## config.mk

```make
export PLATFORM = sky130hd
export DESIGN_NAME = cr_ram_pipe
export DESIGN_NICKNAME = d
export VERILOG_FILES = /design/src/rtl/cr_ram_pkg.sv /design/src/rtl/cr_ram_rd_pipe.sv /design/src/rtl/cr_ram_pipe.sv
export SDC_FILE = /design/constraint.sdc
export NUM_CORES = 2
export LEC_CHECK = 0
export CORE_MARGIN = 5
export CORE_UTILIZATION = 45
export CTS_CLUSTER_DIAMETER = 30
export DETAILED_ROUTE_END_ITERATION = 7
export PLACE_DENSITY = 0.72
export RECOVER_POWER = 100
export REMOVE_ABC_BUFFERS = 1
export SLEW_MARGIN = 20
export SYNTH_ARGS = -nofsm -noshare
export SYNTH_HDL_FRONTEND = slang
export SYNTH_HIERARCHICAL = 1
export SYNTH_SLANG_ARGS = --single-unit
```

## constraint.sdc

```tcl
create_clock -name clk -period 5.3 [get_ports clk]
set_input_delay 0.53 -clock clk [delete_from_list [all_inputs] [get_ports clk]]
set_output_delay 0.53 -clock clk [all_outputs]
set_load 0.1 [all_outputs]
```

## src/rtl/cr_ram_pkg.sv

```systemverilog
// cr_ram_pkg: shared definitions for the cr_ram_pipe memory block.
//   cr_state_e     - controller state (CLEAR while the array is being
//                    initialised, READY once accesses are accepted)
//   RD_LATENCY_MAX - upper bound on the read pipeline depth
//   BYTE_W, MERGE_* - byte lane width and the widest word byte_merge handles
//   data_w_ok()    - legality check for the DATA_W parameter
//   byte_merge()   - replaces the enabled byte lanes of a word; shared by
//                    the write path and the read-during-write bypass
package cr_ram_pkg;

    typedef enum logic {
        CLEAR = 1'b0,
        READY = 1'b1
    } cr_state_e;

    localparam int RD_LATENCY_MAX = 8;
    localparam int BYTE_W         = 8;
    localparam int MERGE_W_MAX    = 256;
    localparam int MERGE_BE_MAX   = MERGE_W_MAX / BYTE_W;

    function automatic logic data_w_ok(input int w);
        return (w > 0) && (w % BYTE_W == 0) && (w <= MERGE_W_MAX);
    endfunction

    // Callers zero-extend into the fixed working width and truncate the
    // result back, so one function serves every DATA_W.
    function automatic logic [MERGE_W_MAX-1:0] byte_merge(
        input logic [MERGE_W_MAX-1:0]  old_word,
        input logic [MERGE_W_MAX-1:0]  new_word,
        input logic [MERGE_BE_MAX-1:0] be
    );
        logic [MERGE_W_MAX-1:0] res;
        res = old_word;
        for (int i = 0; i < MERGE_BE_MAX; i++) begin
            if (be[i]) begin
                res[i*BYTE_W +: BYTE_W] = new_word[i*BYTE_W +: BYTE_W];
            end
        end
        return res;
    endfunction

endpackage

```

## src/rtl/cr_ram_rd_pipe.sv

```systemverilog
// cr_ram_rd_pipe: LATENCY-stage delay line carrying read data and its valid
// bit. Data stages only load when the stage feeding them holds a valid
// word, so the output word holds its last valid value between reads.
//   clk, reset_n          - clock, asynchronous active-low reset
//   in_valid, in_data     - word entering stage 0
//   out_valid, out_data   - word leaving the last stage
module cr_ram_rd_pipe #(
    parameter int DATA_W  = 16,
    parameter int LATENCY = 4
) (
    input  logic              clk,
    input  logic              reset_n,
    input  logic              in_valid,
    input  logic [DATA_W-1:0] in_data,
    output logic              out_valid,
    output logic [DATA_W-1:0] out_data
);

    logic [LATENCY-1:0] valid_q;
    logic [DATA_W-1:0]  data_q [LATENCY];

    always_ff @(posedge clk or negedge reset_n) begin
        if (!reset_n) begin
            valid_q <= '0;
            for (int i = 0; i < LATENCY; i++) begin
                data_q[i] <= '0;
            end
        end else begin
            valid_q[0] <= in_valid;
            if (in_valid) begin
                data_q[0] <= in_data;
            end
            for (int i = 1; i < LATENCY; i++) begin
                valid_q[i] <= valid_q[i-1];
                if (valid_q[i-1]) begin
                    data_q[i] <= data_q[i-1];
                end
            end
        end
    end

    assign out_valid = valid_q[LATENCY-1];
    assign out_data  = data_q[LATENCY-1];

endmodule

```

## src/rtl/cr_ram_pipe.sv

```systemverilog
// cr_ram_pipe: DEPTH x DATA_W synchronous RAM with byte-enable writes,
// a RD_LATENCY-stage read pipeline, selectable read-during-write policy,
// a clear engine that fills the array with INIT_VALUE after reset, and a
// sticky error flag.
//   clk, reset_n                     - clock, asynchronous active-low reset
//   wr_en, wr_addr, wr_data, wr_be   - write request, byte lane enables
//   rd_en, rd_addr                   - read request
//   rd_data, rd_valid                - read response, one strobe per read
//   init_done                        - clear finished, accesses accepted
//   drop_err                         - sticky: access dropped or out of range
module cr_ram_pipe
    import cr_ram_pkg::*;
#(
    parameter int                DATA_W     = 16,
    parameter int                DEPTH      = 256,
    parameter int                RD_LATENCY = 4,
    parameter int                RDW_MODE   = 0,
    parameter logic [DATA_W-1:0] INIT_VALUE = '0,
    localparam int               ADDR_W     = (DEPTH > 1) ? $clog2(DEPTH) : 1,
    localparam int               BE_W       = DATA_W / 8
) (
    input  logic              clk,
    input  logic              reset_n,
    input  logic              wr_en,
    input  logic [ADDR_W-1:0] wr_addr,
    input  logic [DATA_W-1:0] wr_data,
    input  logic [BE_W-1:0]   wr_be,
    input  logic              rd_en,
    input  logic [ADDR_W-1:0] rd_addr,
    output logic [DATA_W-1:0] rd_data,
    output logic              rd_valid,
    output logic              init_done,
    output logic              drop_err
);

    if (!data_w_ok(DATA_W) || RD_LATENCY < 1 || RD_LATENCY > RD_LATENCY_MAX
        || DEPTH < 2 || DEPTH > 65536) begin : g_bad_param
        $error("cr_ram_pipe: illegal parameter combination");
    end

    // One extra bit so DEPTH itself is representable in the range compare.
    localparam logic [ADDR_W:0]   DEPTH_V   = (ADDR_W + 1)'(DEPTH);
    localparam logic [ADDR_W-1:0] LAST_ADDR = ADDR_W'(DEPTH - 1);

    cr_state_e         state;
    logic [ADDR_W-1:0] clr_addr;
    logic [DATA_W-1:0] mem [DEPTH];

    logic              wr_in_range;
    logic              rd_in_range;
    logic              wr_fire;
    logic              rd_fire;
    logic [DATA_W-1:0] wr_merged;
    logic [DATA_W-1:0] rd_word;

    assign wr_in_range = {1'b0, wr_addr} < DEPTH_V;
    assign rd_in_range = {1'b0, rd_addr} < DEPTH_V;
    assign wr_fire     = (state == READY) && wr_en && wr_in_range;
    // Out-of-range reads still return a (zero) response.
    assign rd_fire     = (state == READY) && rd_en;

    assign wr_merged = DATA_W'(byte_merge(MERGE_W_MAX'(mem[wr_addr]),
                                          MERGE_W_MAX'(wr_data),
                                          MERGE_BE_MAX'(wr_be)));

    // wr_merged is the post-write word of wr_addr, so on an address match
    // it is exactly the new-data view the bypass must return.
    always_comb begin
        rd_word = '0;
        if (rd_in_range) begin
            if (RDW_MODE == 1 && wr_fire && wr_addr == rd_addr) begin
                rd_word = wr_merged;
            end else begin
                rd_word = mem[rd_addr];
            end
        end
    end

    // Array has no reset; the clear engine owns it while in CLEAR.
    always_ff @(posedge clk) begin
        if (state == CLEAR) begin
            mem[clr_addr] <= INIT_VALUE;
        end else if (wr_fire) begin
            mem[wr_addr] <= wr_merged;
        end
    end

    always_ff @(posedge clk or negedge reset_n) begin
        if (!reset_n) begin
            state     <= CLEAR;
            clr_addr  <= '0;
            init_done <= 1'b0;
            drop_err  <= 1'b0;
        end else begin
            case (state)
                CLEAR: begin
                    if (clr_addr == LAST_ADDR) begin
                        state     <= READY;
                        init_done <= 1'b1;
                    end else begin
                        clr_addr <= clr_addr + 1'b1;
                    end
                    if (wr_en || rd_en) begin
                        drop_err <= 1'b1;
                    end
                end
                READY: begin
                    if ((wr_en && !wr_in_range) || (rd_en && !rd_in_range)) begin
                        drop_err <= 1'b1;
                    end
                end
                default: state <= CLEAR;
            endcase
        end
    end

    cr_ram_rd_pipe #(
        .DATA_W  (DATA_W),
        .LATENCY (RD_LATENCY)
    ) u_rd_pipe (
        .clk       (clk),
        .reset_n   (reset_n),
        .in_valid  (rd_fire),
        .in_data   (rd_word),
        .out_valid (rd_valid),
        .out_data  (rd_data)
    );

endmodule

```

==> results.md <==
* Status: complete, but fails checks
* Violated checks: design-rule violations, max-capacitance violations, max-slew violations
* Total wire length at 433,300 µm
* DRT iter0 DRCs at 12,440
* Post-synth EDFFs at 4,096
* Core area at 362,000 µm²
* Fin crit share at 88.53%
* Power Total at 81.50 mW
* Fin area at 192,900 µm²
* Synth Register Bits at 4,175
* Synth Instances at 7,931
* Final Core Density at 53.28%
* CTS Buf Count at 659
* Top cells by area, synth: edfxtp_1 75%, mux4_2 11%, mux2i_1 4.3%
* Setup TNS at 0 ps
* Core Rows at 221
* Initial Util at 45.14%
* Via/cell ratio at 6.196
* CP required at 6210 ps
* Worst Setup End Kind: register
* Die Width at 612.6 µm
* Global-route wire length before repair at 624,400 µm
* CP Data Arrival Time at 5600 ps
* Worst skew pair latency at 1050 ps
* Htree depth at 6
* Pre-antenna DRT Iters at 8
* Register area share after synthesis at 76.49%
* Worst-path clk slew at 50 ps
* Static Leak at 52.96 nW
* DRC at 1
* Clock sink total at 4,175
* I/O Buffers at 56
* Distinct cells, synth at 69
* Total track usage at 22.72%
* Unrepaired setup endpoints after global routing: no
* Crit path max fanout at 38
* CTS tree: built
* Fin. Hold Viols at 0
* Synth warn at 6
* Clk_skew at 54.34 ps
* Cell taking the most area after synthesis: edfxtp_1
* Clk buf depth at 4
* NumNets Final at 8,548
* Vias in the first global route at 87,270
* Share of cells above drive strength 1 at 24.15%
* Largest net degree at the start of global routing at 140
* Worst hold path class: input port to register
* Synth top area share at 75.28%
* Post-route minimum period at 4692 ps
* # setup viols final at 0
* PD cells at 422.6 nW/µm²
* I/O Pins at 57
* CP startpoint kind: input port
* Setup bufs post-CTS at 0
* Area Overhead vs Synth at 18.04%
* Synth Flop Type: edfxtp_1
* Final HPWL DP at 254,200 µm
* Ys async rst share at 1.892%
* Max-slew headroom at -115.8%
* Grt total ovfl at 0
* Initial antenna violation count at 14
* Hold slack at 112.0 ps
* Fmax at 213.1 MHz
* Mapped cell area at 163,400 µm²
* Worst VDD drop at 439.2 µV
* DRT antenna net count at 0
* Final Wtd Congestion at 0.8928
* # resized after CTS at 0
* Routed WL per cell at 31.23 µm
* Cell with the most instances after synthesis: edfxtp_1
* Via Count at 85,970
* Max cap viols at 28
* Die Y at 612.6 µm
* Slew of the pin with the lowest slew margin at 3237 ps
* Mean Syn Cell Area at 20.60 µm²
* Die ar. at 375,200 µm²
* Placed inst area at 170,500 µm²
* Clock root cell: clkbuf_16
* CTS hold repair buffers at 3
* Max-slew violation count at 1,167
* Synth cell count leaders: 4,096 x edfxtp_1, 772 x mux4_2, 695 x mux2i_1
* Critical path class: input port to register
[area by class of cell]
| type | instances | area (µm²) |
|---|---|---|
| diodes | 7 | 17.52 |
| fillers | 26390 | 169100 |
| clock buffers | 709 | 16730 |
| repair buffers | 436 | 3735 |
| well taps | 4794 | 5998 |
| flip-flops and latches | 4175 | 125000 |
| clock inverters | 518 | 6504 |
| inverters | 5 | 31.28 |
| multi-input cells | 3232 | 34870 |
[cell families after synthesis]
logic type               Yosys count  synth area share, %
AO/OA/AOI/OAI                    792                3.384
XOR/XNOR                           7              0.03752
adder cells (fa/ha/maj)            1             0.007657
buffers and inverters            524                2.185
flip-flops                      4175                76.49
multiplexers                    1536                15.50
AND/OR/NAND/NOR                  896                2.394
[layer usage]
metal	global-route usage [%]	part of all wire [%]	vias up
met5	0	0.0062	-
met4	8.455	4.1	4
met3	5.092	11	956
met2	36.92	49	5992
met1	30.23	36	44550
li1	-	-	34470
[critical path, stage by stage]
cell      delay, ps
buf_8           370
buf_12          340
clkbuf_1       1200
clkbuf_1        950
mux4_2          470
mux4_2          470
a22o_1          320
nor4_1          220
buf_4           200
nor4_1           80
mux2_4          270
[report_power, final]
group,total [mW],internal (mW),switching (mW)
combinational,1.72,0.617,1.11
sequential,35.7,35.7,0
clock,44.1,27.4,16.6
[metrics by stage]
step	setup WS (ps)	std cells
after detailed placement	748.8	12640
after CTS	1277	13870
after global placement	840.5	12640
final	608.0	13880
after global routing	577.8	13870
after floorplan	-2967	7412
[sequential cells by signal (all words and copies together), names as in the netlist]
| signal | cells |
|---|---|
| mem | 4096 |
| state | 1 |
| init_done | 1 |
| drop_err | 1 |
| clr_addr | 8 |
| u_rd_pipe/out_data | 16 |
| u_rd_pipe/data_q | 48 |
| u_rd_pipe/valid_q | 4 |
[final timing paths]
check / startpoint / end / slack (ps) / depth (start not counted)
setup / recovery: rd_addr[1] / u_rd_pipe/data_q[60] / 610 / 11
hold / removal: rd_en / drop_err / 110 / 3
setup reg to reg: state / mem[240][15] / 620 / 9
hold reg to reg: u_rd_pipe/data_q[42] / u_rd_pipe/data_q[26] / 470 / 1
max in group asynchronous: reset_n / u_rd_pipe/data_q[35] / 1150 / 4
min in group asynchronous: reset_n / u_rd_pipe/data_q[61] / 610 / 3
[layout by cell type (no fill, tap or decap), types with 66 or more instances in the layout]
| cell type | Yosys | layout |
|---|---|---|
| clkbuf_16 | 0 | 661 |
| o221ai_1 | 279 | 279 |
| a21oi_1 | 185 | 185 |
| mux4_2 | 772 | 772 |
| nor2_1 | 540 | 538 |
| clkbuf_1 | 231 | 191 |
| nand2_1 | 100 | 89 |
| buf_12 | 23 | 70 |
| clkinvlp_4 | 0 | 85 |
| edfxtp_1 | 4096 | 4096 |
| nor3_1 | 122 | 122 |
| buf_4 | 50 | 150 |
| inv_6 | 0 | 73 |
| clkinv_4 | 0 | 66 |
| o22ai_1 | 197 | 197 |
| bufinv_16 | 0 | 80 |
| dfrtp_1 | 79 | 79 |
| clkinv_2 | 0 | 74 |
| clkinv_1 | 1 | 66 |
| mux2i_1 | 695 | 695 |
Note: power is estimated with default switching activity, not from simulation.
